<file path="config.mk">
export PLATFORM = sky130hd
export DESIGN_NAME = hazard_unit
export DESIGN_NICKNAME = d
export VERILOG_FILES = /design/src/rtl/pipe_pkg.sv /design/src/rtl/sat_counter.sv /design/src/rtl/hazard_unit.sv
export SDC_FILE = /design/constraint.sdc
export NUM_CORES = 1
export LEC_CHECK = 0
export BUFFER_PORTS_ARGS = -buffer_cell sky130_fd_sc_hd__buf_2
export CAP_MARGIN = 0
export CORE_MARGIN = 2
export CORE_UTILIZATION = 28
export CTS_CLUSTER_DIAMETER = 40
export DETAILED_ROUTE_END_ITERATION = 7
export PLACE_DENSITY_LB_ADDON = 0.2
export REMOVE_ABC_BUFFERS = 1
export SETUP_SLACK_MARGIN = 0.5
export SYNTH_ARGS = -nofsm -noshare
export SYNTH_HDL_FRONTEND = slang
export SYNTH_SLANG_ARGS = --single-unit
</file>
<file path="constraint.sdc">
create_clock -name clk -period 2.3 [get_ports clk]
set_input_delay 0.46 -clock clk [delete_from_list [all_inputs] [get_ports clk]]
set_output_delay 0.46 -clock clk [all_outputs]
set_load 0.01 [all_outputs]
</file>
<file path="src/rtl/pipe_pkg.sv">
// Shared types and constants for the RV32I pipeline control logic.
// Includes the forwarding-select helper used for both Execute operands.
package pipe_pkg;

  typedef enum logic [1:0] {
    FWD_RF = 2'b00,
    FWD_W  = 2'b01,
    FWD_M  = 2'b10
  } fwd_sel_t;

  typedef enum logic {
    IDLE     = 1'b0,
    MEM_WAIT = 1'b1
  } mem_state_t;

  localparam logic [1:0] RESULT_SRC_LOAD = 2'b01;

  // Memory stage wins over Writeback; x0 is never a forwarding source.
  function automatic fwd_sel_t fwd_select(
    input logic       rw_m,
    input logic [4:0] rd_m,
    input logic       rw_w,
    input logic [4:0] rd_w,
    input logic [4:0] rs
  );
    fwd_sel_t sel;
    if (rw_m && (rd_m != 5'd0) && (rd_m == rs)) begin
      sel = FWD_M;
    end else if (rw_w && (rd_w != 5'd0) && (rd_w == rs)) begin
      sel = FWD_W;
    end else begin
      sel = FWD_RF;
    end
    return sel;
  endfunction

endpackage

</file>
<file path="src/rtl/sat_counter.sv">
// Saturating up-counter with synchronous clear; clear beats increment.
module sat_counter #(
  parameter int W = 16
) (
  input  logic         clk,
  input  logic         reset,
  input  logic         inc,
  input  logic         clr,
  output logic [W-1:0] count
);

  logic [W-1:0] count_r;

  // Count register: reset, then clear, then saturating increment.
  always_ff @(posedge clk) begin
    if (!reset) begin
      count_r <= {W{1'b0}};
    end else if (clr) begin
      count_r <= {W{1'b0}};
    end else if (inc && (count_r != {W{1'b1}})) begin
      count_r <= count_r + W'(1);
    end else begin
      count_r <= count_r;
    end
  end

  assign count = count_r;

endmodule

</file>
<file path="src/rtl/hazard_unit.sv">
// Pipeline hazard control: forwarding, load-use/branch stall and flush,
// data-memory wait FSM with timeout flag, and stall/flush perf counters.
module hazard_unit
  import pipe_pkg::*;
#(
  parameter int MEM_TIMEOUT = 64,
  parameter int CNT_W       = 16
) (
  input  logic             clk,
  input  logic             reset,
  input  logic [4:0]       Rs1D,
  input  logic [4:0]       Rs2D,
  input  logic [4:0]       Rs1E,
  input  logic [4:0]       Rs2E,
  input  logic [4:0]       RdE,
  input  logic [4:0]       RdM,
  input  logic [4:0]       RdW,
  input  logic             RegWriteM,
  input  logic             RegWriteW,
  input  logic [1:0]       ResultSrcE,
  input  logic             PCSrcE,
  input  logic             MemReqM,
  input  logic             MemAckM,
  input  logic             CntClear,
  output logic [1:0]       ForwardAE,
  output logic [1:0]       ForwardBE,
  output logic             StallF,
  output logic             StallD,
  output logic             StallE,
  output logic             StallM,
  output logic             FlushD,
  output logic             FlushE,
  output logic             FlushW,
  output logic             MemErr,
  output logic [CNT_W-1:0] StallCnt,
  output logic [CNT_W-1:0] FlushCnt
);

  localparam int WAIT_W = $clog2(MEM_TIMEOUT) + 1;
  localparam logic [WAIT_W-1:0] WAIT_LAST = WAIT_W'(MEM_TIMEOUT - 1);

  mem_state_t        state_r, state_nxt_s;
  logic [WAIT_W-1:0] wait_cnt_r, wait_nxt_s;
  logic              mem_err_r, err_set_s;
  logic              lw_stall_s, mem_stall_s, flush_inc_s;

  assign ForwardAE = fwd_select(RegWriteM, RdM, RegWriteW, RdW, Rs1E);
  assign ForwardBE = fwd_select(RegWriteM, RdM, RegWriteW, RdW, Rs2E);

  assign lw_stall_s = (ResultSrcE == RESULT_SRC_LOAD) && (RdE != 5'd0) &&
                      ((Rs1D == RdE) || (Rs2D == RdE));
  // An ack in the wait state releases the pipe in the same cycle.
  assign mem_stall_s = !MemAckM && ((state_r == MEM_WAIT) || MemReqM);

  // Stall/flush generation; a memory wait holds any pending redirect.
  always_comb begin
    StallF = 1'b0;
    StallD = 1'b0;
    StallE = 1'b0;
    StallM = 1'b0;
    FlushD = 1'b0;
    FlushE = 1'b0;
    FlushW = 1'b0;
    if (mem_stall_s) begin
      StallF = 1'b1;
      StallD = 1'b1;
      StallE = 1'b1;
      StallM = 1'b1;
      FlushW = 1'b1;
    end else begin
      StallF = lw_stall_s && !PCSrcE;
      StallD = lw_stall_s && !PCSrcE;
      FlushD = PCSrcE;
      FlushE = PCSrcE || lw_stall_s;
    end
  end

  // Memory wait FSM next-state and timeout detection.
  always_comb begin
    state_nxt_s = state_r;
    wait_nxt_s  = wait_cnt_r;
    err_set_s   = 1'b0;
    case (state_r)
      IDLE: begin
        wait_nxt_s = {WAIT_W{1'b0}};
        if (MemReqM && !MemAckM) begin
          state_nxt_s = MEM_WAIT;
        end else begin
          state_nxt_s = IDLE;
        end
      end
      MEM_WAIT: begin
        if (MemAckM) begin
          state_nxt_s = IDLE;
          wait_nxt_s  = {WAIT_W{1'b0}};
        end else if (wait_cnt_r == WAIT_LAST) begin
          state_nxt_s = IDLE;
          wait_nxt_s  = {WAIT_W{1'b0}};
          err_set_s   = 1'b1;
        end else begin
          state_nxt_s = MEM_WAIT;
          wait_nxt_s  = wait_cnt_r + WAIT_W'(1);
        end
      end
      default: begin
        state_nxt_s = IDLE;
        wait_nxt_s  = {WAIT_W{1'b0}};
      end
    endcase
  end

  // FSM state, wait counter and sticky error flag.
  always_ff @(posedge clk) begin
    if (!reset) begin
      state_r    <= IDLE;
      wait_cnt_r <= {WAIT_W{1'b0}};
      mem_err_r  <= 1'b0;
    end else begin
      state_r    <= state_nxt_s;
      wait_cnt_r <= wait_nxt_s;
      mem_err_r  <= mem_err_r || err_set_s;
    end
  end

  assign MemErr      = mem_err_r;
  assign flush_inc_s = PCSrcE && !mem_stall_s;

  sat_counter #(.W(CNT_W)) u_stall_cnt (
    .clk   (clk),
    .reset (reset),
    .inc   (StallF),
    .clr   (CntClear),
    .count (StallCnt)
  );

  sat_counter #(.W(CNT_W)) u_flush_cnt (
    .clk   (clk),
    .reset (reset),
    .inc   (flush_inc_s),
    .clr   (CntClear),
    .count (FlushCnt)
  );

endmodule
</file>
### Word-level counts from Yosys, hierarchy flattened

Index checks and enable logic that the tools add are counted.

* $add $sub $neg: 3
* $mul: 0
* divide/modulo/power cells: 0
* order comparisons: 0
* equal/unequal tests: 10
* shift-type cells: 0
* mux-type cells: 18
* bitwise operators: 2
* reductions and logical operators: 25

Operators with widths (number)
* 16-bit by 1-bit adder with 16-bit output, second input constant: 2
* 16-bit inequality test, second input constant: 2
* 5-bit == test: 6
* 5-bit nonzero test: 3
* 1-bit logical AND: 14
* 7-bit two-way mux: 2
* 7-bit case mux with 2 select lines: 1
* 1-bit two-way mux: 12
* 7-bit by 1-bit adder with 7-bit output, second input constant: 1
* 7-bit by 6-bit == test with 1-bit output, second input constant: 1
* 1-bit logical OR: 4
* 2-bit two-way mux: 2
* 1-bit logical NOT: 3
* 2-bit by 1-bit == test with 1-bit output, second input constant: 1
* 1-bit inverter: 2
* 1-bit case mux with 2 select lines: 1
* 2-bit OR reduction: 1

* register bits after elaboration: 41
* latch bits: 0
* RAM bits: 0
* memory bits (read-only): 0
* input bits: 45
* output and inout port bits: 44
* word-level logic and storage cells: 63
* memories kept: 0

### Depth between registers and ports, before layout

Gate-level depths: netlist (run 1).

* depth in word-level cells: 6
* depth in mapped cells: 8
* depth with buffers taken out: 7

### Hierarchy

Synthesis (run 1) repeated with hierarchy kept, for this count alone.

* cell total of the unflattened synthesis: 278
* area total of the unflattened synthesis: 2521.2 sq um

Modules (own cells, without submodules)
* sat_counter: instances 2, cells an instance 91, area each 864.6 sq um, sequential area each 320.3 sq um
* hazard_unit: instances 1, cells an instance 96, area each 792.0 sq um, sequential area each 180.2 sq um

### Worst setup path before layout (run 1)

OpenSTA, ideal clock, no wires.

* kind: input to output
* start: input RdM[1]
* end: output ForwardAE[0]
* arrival time: 1.753 ns
* data required time: 1.840 ns
* setup slack: 0.087 ns
* cell stages on the path: 4
* path buffers: 0
* cells stage by stage: or4_1 o21ai_0 nor4_1 nor4_1

* longest elaborated chain between the ends: 4
* elaborated cells between the ends (all ways): 5
* classes of those cells: 1 x eq/ne; 1 x mux; 3 x reduce/logical

Ends and longest elaborated chain
* start: declaration: RTL line hazard_unit.sv:16 `input logic [4:0] RdM,`
* 5-bit nonzero test: RTL line pipe_pkg.sv:27 `if (rw_m && (rd_m != 5'd0) && (rd_m == rs)) begin`
* 1-bit logical AND: RTL line pipe_pkg.sv:27
* 1-bit logical AND (*): RTL line pipe_pkg.sv:27
* 2-bit two-way mux (*): RTL line pipe_pkg.sv:27
* end: declaration: RTL line hazard_unit.sv:25 `output logic [1:0] ForwardAE,`

Every way passes the cells marked *; elsewhere a longest branch is shown, timed or not.

### Final worst setup path (run 1)

* start: input Rs1E[3]
* end: output ForwardAE[0]

* longest elaborated chain between the ends: 4
* elaborated cells between the ends (all ways): 6
* classes of those cells: 2 x eq/ne; 2 x mux; 2 x reduce/logical

Ends and longest elaborated chain
* start: declaration: RTL line hazard_unit.sv:13 `input logic [4:0] Rs1E,`
* 5-bit == test: RTL line pipe_pkg.sv:29 `end else if (rw_w && (rd_w != 5'd0) && (rd_w == rs)) begin`
* 1-bit logical AND: RTL line pipe_pkg.sv:29
* 1-bit two-way mux: RTL line pipe_pkg.sv:29
* 2-bit two-way mux (*): RTL line pipe_pkg.sv:27

Marks and branches as above.

==> impl_metrics.json, run 1 <==
{
  "routed-wl-met2_um": 3341,
  "placement_rows": 33,
  "max_cap_violations": 0,
  "status": "completed",
  "timing.final.crit_share_pct": 93.24,
  "final_core_utilization_pct": 46.33,
  "worst_setup_hold_path_clk_slew_ns": 0.08,
  "worst_skew_pair.late_latency_ns": 0.30,
  "min_delay_path_depth": 3,
  "met1Wirelength_um": 3270,
  "diodes": 0,
  "cts_tree": "built",
  "place_hpwl_um": 4903,
  "cell_types_with_the_largest_area_share_after_synthesis": "sky130_fd_sc_hd__dfxtp_1 (34%), sky130_fd_sc_hd__xnor2_1 (9.5%), sky130_fd_sc_hd__xor2_1 (8.1%)",
  "core_area_sq_mm": 0.008258,
  "crit_path_max_incr_delay_ns": 0.52,
  "met3_wirelength_um": 487,
  "cts-buffers-inserted": 5,
  "synth_seq_cells": 41,
  "tightest_slew_ns": 0.8403,
  "clock-sinks": 41,
  "grt_antenna_before_repair": 0,
  "drt_iter0_drc": 80,
  "finalSetupViolations": 0,
  "timing.critical_path.cells": "buf_6 > xor2_1 > or4_1 > nor4_1 > buf_2",
  "detailed_place.area_sq_mm": 0.002978,
  "fin_area_sq_mm": 0.003826,
  "horizontal_die_dimension_um": 96.31,
  "worstSetupStartpointType": "input port",
  "grt_overflow_total": 0,
  "drive_gt1_share_pct": 48.67,
  "design.final.nets": 460,
  "synthDominantAreaCellType": "sky130_fd_sc_hd__dfxtp_1",
  "yosys.cell_types.count": 51,
  "worstReg2RegEnd": "u_stall_cnt.count[11]",
  "worstPathRequired_ns": 1.84,
  "critPathTopFamily": "simple AND/OR/NAND/NOR gates",
  "timing.critical_path.fanout_max": 2,
  "final_hold_viol_count": 0,
  "placedCellCount": 482,
  "timing.rr.start": "u_stall_cnt.count[0]",
  "grt_first_pass_wirelength_um": 10710,
  "buffer_levels_on_the_longest_clock_path": 2,
  "maxSlewHeadroom_pct": 43.98,
  "grt_max_degree": 17,
  "synth_seq_area_share_pct": 34.40,
  "timing.fmax_ghz": 0.4663,
  "fillerInstances": 820,
  "io_buffers": 88,
  "seq_power_share_pct": 41.0,
  "swShare_pct": 23.93,
  "grt.total_usage_pct": 14.66,
  "synthArstFlopShare_pct": 0,
  "yosys.cell_count.top_type": "sky130_fd_sc_hd__dfxtp_1",
  "finalNonFillerCells": 518,
  "post_route_worst_hold_slack_ns": 0.4268,
  "holdCritPathClass": "in2reg",
  "postSynthCellCount": 286,
  "power.share.clock_pct": 40.2,
  "cell_internal_pwr_uw": 1320,
  "crit_buf_inv": 2,
  "per_instance_average_area_after_synthesis_sq_um": 8.343,
  "fin_worst_skew_ns": 0.008093,
  "ff2ff_setup_slack_ns": 0.39,
  "fin_crit_ns": 2.145,
  "cts_root_buffer": "sky130_fd_sc_hd__clkbuf_8",
  "drtPass1Iterations": 4,
  "crit_slowest_cell": "sky130_fd_sc_hd__or4_1",
  "io_pins": 89,
  "routedWlPerCell_um": 13.79,
  "synthesis.area_sq_mm": 0.002386,
  "hold-path-endpoint": "state_r",
  "routed-via-count": 2502,
  "peakVddDrop_v": 0.0002249,
  "finalWeightedCongestion": 0.7316,
  "critPathArrivalTime_ns": 1.68,
  "initial_core_util_pct": 28.89,
  "critical_path_class": "in2out",
  "crit_cells": 5,
  "drtAntennaViolNets": 0,
  "synth-edff-count": 0,
  "die_h_um": 96.31,
  "routed_via_count_divided_by_cell_count": 4.830,
  "power_switching_uw": 415.2,
  "synth.top_cells.by_count": "sky130_fd_sc_hd__dfxtp_1 (41), sky130_fd_sc_hd__nor2_1 (33), sky130_fd_sc_hd__xnor2_1 (26)",
  "synth_flop_cell": "sky130_fd_sc_hd__dfxtp_1",
  "maxSlewViolCount": 0,
  "p_leak_uw": 0.001604,
  "cp-end-kind": "output port",
  "pwr_density_cell_mw_per_mm2": 453.5,
  "setup_repair_after_global_routing_missed_its_margin": "yes",
  "die_area_sq_mm": 0.009276,
  "comb_power_share_pct": 18.8,
  "synth_largest_type_area_fraction_pct": 34.40,
  "worst_hold_startpoint": "reset",
  "drt_drc_violations_left": 0,
  "ff2ff_path_depth": 7,
  "cts_max_level": 2,
  "number_of_global_route_vias_before_repair": 2335,
  "syn2layout_area_growth_pct": 60.36,
  "top_layer_used": "met4",
  "ys_warn_count": 0,
  "drt_wl_total_um": 7144
}
layout make-up:
class	instances	area [sq um]	area share, %
Clock buffer	5	68.82	1.799
Clock inverter	3	65.06	1.700
Inverter	10	37.54	0.9810
Multi-Input combinational cell	225	1774	46.37
Sequential cell	41	842.1	22.01
Tap cell	105	131.4	3.434
Timing Repair Buffer	129	907.1	23.71
kinds of logic after synthesis:
| logic type | count (synthesis) | synth area share (%) |
|---|---|---|
| DFF | 41 | 34.40 |
| and+or+nand+nor | 127 | 28.05 |
| adders and majority gates | 3 | 1.573 |
| buffers and inverters | 21 | 5.139 |
| AOI/OAI and AO/OA | 42 | 11.54 |
| muxes | 4 | 1.678 |
| xor gates and xnor gates | 48 | 17.62 |
worst max-delay path by stage:
stage | start | to | slack, ns
after global placement | RdM[1] | ForwardAE[0] | -0.02
final | Rs1E[3] | ForwardAE[0] | 0.16
after global routing | RdE[1] | FlushE | 0.12
after CTS | Rs1D[2] | FlushE | 0.16
after detailed placement | RdM[1] | ForwardBE[0] | -0.03
after floorplan | RdM[1] | ForwardAE[0] | 0.09
flip-flops by register name, summed over array words and instances (netlist names):
name	flops
u_flush_cnt.count	16
u_stall_cnt.count	16
wait_cnt_r	7
MemErr	1
state_r	1
metrics by stage:
| stage | setup WS, ns | TNS (ns) | total power (uW) |
|---|---|---|---|
| 3_3_place_gp | -0.01976 | -0.02895 | 931.6 |
| 3_5_place_dp | -0.02760 | -0.05087 | 932.7 |
| 4_1_cts | 0.1595 | 0 | 1702 |
| 2_1_floorplan | 0.08666 | 0 | 829.5 |
| 5_1_grt | 0.1186 | 0 | 1817 |
| 6_report | 0.1555 | 0 | 1735 |
power groups by stage:
stage / sequential [uW] / clock (uW) / combinational [uW]
detailed placement: 733 / 0 / 200
global route: 713 / 752 / 352
CTS: 716 / 715 / 271
finish: 712 / 697 / 325
floorplan: 733 / 0 / 96.1
global placement: 733 / 0 / 199
repair_timing:
| action | CTS | global route |
|---|---|---|
| setup buffers | 17 | 10 |
| hold endpoints to repair | 0 | 0 |
| gates cloned | 0 | 1 |
| pin swaps | 29 | 39 |
| hold buffers | 0 | 0 |
| gates resized for setup | 57 | 57 |
| endpoints found under the setup margin | 36 | 33 |
tightest hold or removal path, stage by stage:
cell	delay, ns
sky130_fd_sc_hd__buf_2	0.13
sky130_fd_sc_hd__nand2_1	0.06
sky130_fd_sc_hd__a21oi_1	0.03
metal layers:
layer	track usage [%]	vias up
met1	18.61	1160
met3	3.602	5
li1	-	1264
met5	0	-
met4	2.817	0
met2	25.29	73
placed cells by master (no fill, tap or decap), types with 5 or more instances in the layout:
cell	instances
sky130_fd_sc_hd__a21oi_1	7
sky130_fd_sc_hd__a21oi_2	5
sky130_fd_sc_hd__and3_1	6
sky130_fd_sc_hd__buf_2	68
sky130_fd_sc_hd__buf_4	34
sky130_fd_sc_hd__buf_6	25
sky130_fd_sc_hd__clkbuf_8	5
sky130_fd_sc_hd__dfxtp_1	32
sky130_fd_sc_hd__dfxtp_2	5
sky130_fd_sc_hd__inv_1	9
sky130_fd_sc_hd__nand2_1	20
sky130_fd_sc_hd__nand2b_1	5
sky130_fd_sc_hd__nand3_1	14
sky130_fd_sc_hd__nand4_1	10
sky130_fd_sc_hd__nor2_1	33
sky130_fd_sc_hd__o21ai_0	6
sky130_fd_sc_hd__or3_1	5
sky130_fd_sc_hd__xnor2_1	15
sky130_fd_sc_hd__xnor2_2	9
sky130_fd_sc_hd__xor2_1	22
Note: power is estimated with default switching activity, not from simulation.
==> inputs of run 2 (changes only) <==
--- a/config.mk
+++ b/config.mk
@@ -11,6 +11,7 @@
 export CORE_UTILIZATION = 28
 export CTS_CLUSTER_DIAMETER = 40
 export DETAILED_ROUTE_END_ITERATION = 7
+export GPL_TIMING_DRIVEN = 0
 export PLACE_DENSITY_LB_ADDON = 0.2
 export REMOVE_ABC_BUFFERS = 1
 export SETUP_SLACK_MARGIN = 0.5
==> run 2 against run 1 <==
  * Wire length fell by 0.59%
  * Via count fell by 1.4%
  * Final cell count fell by 2.9%
  * Sequential power barely moved
  * Sequential share of layout area rose by 0.62 points
  * Clock skew fell by 0.0040 ns
  * Highest routed layer unchanged
==> impl_metrics.json, run 2 (synthesis results as in run 1) <==
{
  "status": "completed",
  "design.final.nets": 445,
  "finalWeightedCongestion": 0.7262,
  "holdCritPathClass": "in2reg",
  "worst_skew_pair.late_latency_ns": 0.29,
  "maxSlewHeadroom_pct": 23.41,
  "number_of_global_route_vias_before_repair": 2409,
  "peakVddDrop_v": 0.0003151,
  "crit_cells": 5,
  "p_leak_uw": 0.001532,
  "critPathTopFamily": "simple AND/OR/NAND/NOR gates",
  "crit_slowest_cell": "sky130_fd_sc_hd__or4_1",
  "tightest_slew_ns": 1.149,
  "placement_rows": 33,
  "worst_setup_hold_path_clk_slew_ns": 0.08,
  "cp-end-kind": "output port",
  "cts_max_level": 2,
  "timing.final.crit_share_pct": 94.73,
  "worstPathRequired_ns": 1.84,
  "io_buffers": 88,
  "diodes": 0,
  "routedWlPerCell_um": 14.12,
  "critical_path_class": "in2out",
  "fin_crit_ns": 2.179,
  "syn2layout_area_growth_pct": 57.37,
  "core_area_sq_mm": 0.008258,
  "cts_root_buffer": "sky130_fd_sc_hd__clkbuf_8",
  "setup_repair_after_global_routing_missed_its_margin": "yes",
  "io_pins": 89,
  "die_area_sq_mm": 0.009276,
  "timing.fmax_ghz": 0.4590,
  "drt_drc_violations_left": 0,
  "grt_overflow_total": 0,
  "drive_gt1_share_pct": 46.98,
  "drtAntennaViolNets": 0,
  "timing.critical_path.cells": "buf_6 > xor2_1 > or4_1 > nor4_2 > buf_2",
  "grt_antenna_before_repair": 0,
  "die_h_um": 96.31,
  "initial_core_util_pct": 28.89,
  "max_cap_violations": 0,
  "grt_max_degree": 29,
  "worstSetupStartpointType": "input port",
  "grt_first_pass_wirelength_um": 11030,
  "cts_tree": "built",
  "routed_via_count_divided_by_cell_count": 4.903,
  "ff2ff_path_depth": 6,
  "place_hpwl_um": 4633,
  "mostFrequentLayoutCells": "sky130_fd_sc_hd__buf_2 (67), sky130_fd_sc_hd__nor2_1 (33), sky130_fd_sc_hd__dfxtp_1 (26)",
  "routed-via-count": 2466,
  "final_hold_viol_count": 0,
  "finalSetupTns_ns": 0,
  "horizontal_die_dimension_um": 96.31,
  "clock-sinks": 41,
  "grt.total_usage_pct": 15.00,
  "min_delay_path_depth": 3,
  "maxSlewViolCount": 0,
  "critPathArrivalTime_ns": 1.72,
  "drt_iter0_drc": 49,
  "timing.critical_path.fanout_max": 3,
  "crit_path_max_incr_delay_ns": 0.55,
  "buffer_levels_on_the_longest_clock_path": 2,
  "drtPass1Iterations": 4,
  "finalSetupViolations": 0,
  "fin_worst_skew_ns": 0.004109,
  "pwr_density_cell_mw_per_mm2": 435.3,
  "final_common_cell": "sky130_fd_sc_hd__buf_2",
  "crit_buf_inv": 2,
  "final_core_utilization_pct": 45.47,
  "drt_wl_total_um": 7102,
  "cts_hold_buffers": 0,
  "cts-buffers-inserted": 5
}
==> run 2: report_power, final <==
| group | total, uW | internal, uW | leakage [uW] | switching [uW] |
|---|---|---|---|---|
| Combinational | 307 | 158 | 0.00113 | 149 |
| Clock | 615 | 354 | 0.0000585 | 261 |
| Sequential | 713 | 709 | 0.000339 | 4.26 |
==> run 2: area by class of cell <==
class | instances | area, sq um
clock buffers | 7 | 86.33
clock inverters | 1 | 30.03
fillers | 811 | 4503
inverters | 10 | 37.54
multi-input cells | 226 | 1842
flip-flops and latches | 41 | 849.6
well taps | 105 | 131.4
repair buffers | 113 | 778.2
==> run 2: tightest hold or removal path, cell delays in order <==
cell                      delay, ns
sky130_fd_sc_hd__buf_2         0.13
sky130_fd_sc_hd__nand2_1       0.06
sky130_fd_sc_hd__a21oi_1       0.03
==> run 2: path summary, 6_finish.rpt <==
check | endpoint | slack (ns) | start
hold reg to reg | wait_cnt_r[0] | 0.45 | wait_cnt_r[0]
setup / recovery | ForwardAE[0] | 0.12 | RdW[3]
hold / removal | state_r | 0.42 | reset
setup reg to reg | u_stall_cnt.count[11] | 0.50 | u_stall_cnt.count[0]
==> run 2: repair_timing <==
item                       CTS  global route
pin swaps                   40            31
resized for setup           87            35
setup endpoints to repair   41            34
setup buffers               17             8
gates cloned                 2             0
==> run 2: per-layer routing <==
metal / global-route usage (%) / vias to the layer above / routed length [um]
met5: 0 / - / 0
met4: 3.404 / 0 / 36
met3: 3.211 / 5 / 516
met2: 26.39 / 76 / 3363
met1: 18.71 / 1154 / 3185
li1: - / 1231 / -
==> run 2: metrics by stage <==
stage | total power [uW] | std cells | setup WS (ns) | cell area (sq um) | hold slack (ns)
global route | 1703 | 503 | 0.07223 | 3755 | 0.4240
finish | 1635 | 503 | 0.1213 | 3755 | 0.4230
floorplan | 829.5 | 275 | 0.08666 | 2301 | 0.4175
CTS | 1612 | 495 | 0.1208 | 3526 | 0.4191
global placement | 918.0 | 468 | -0.08531 | 2873 | 0.4301
detailed placement | 919.8 | 468 | -0.09460 | 2873 | 0.4380
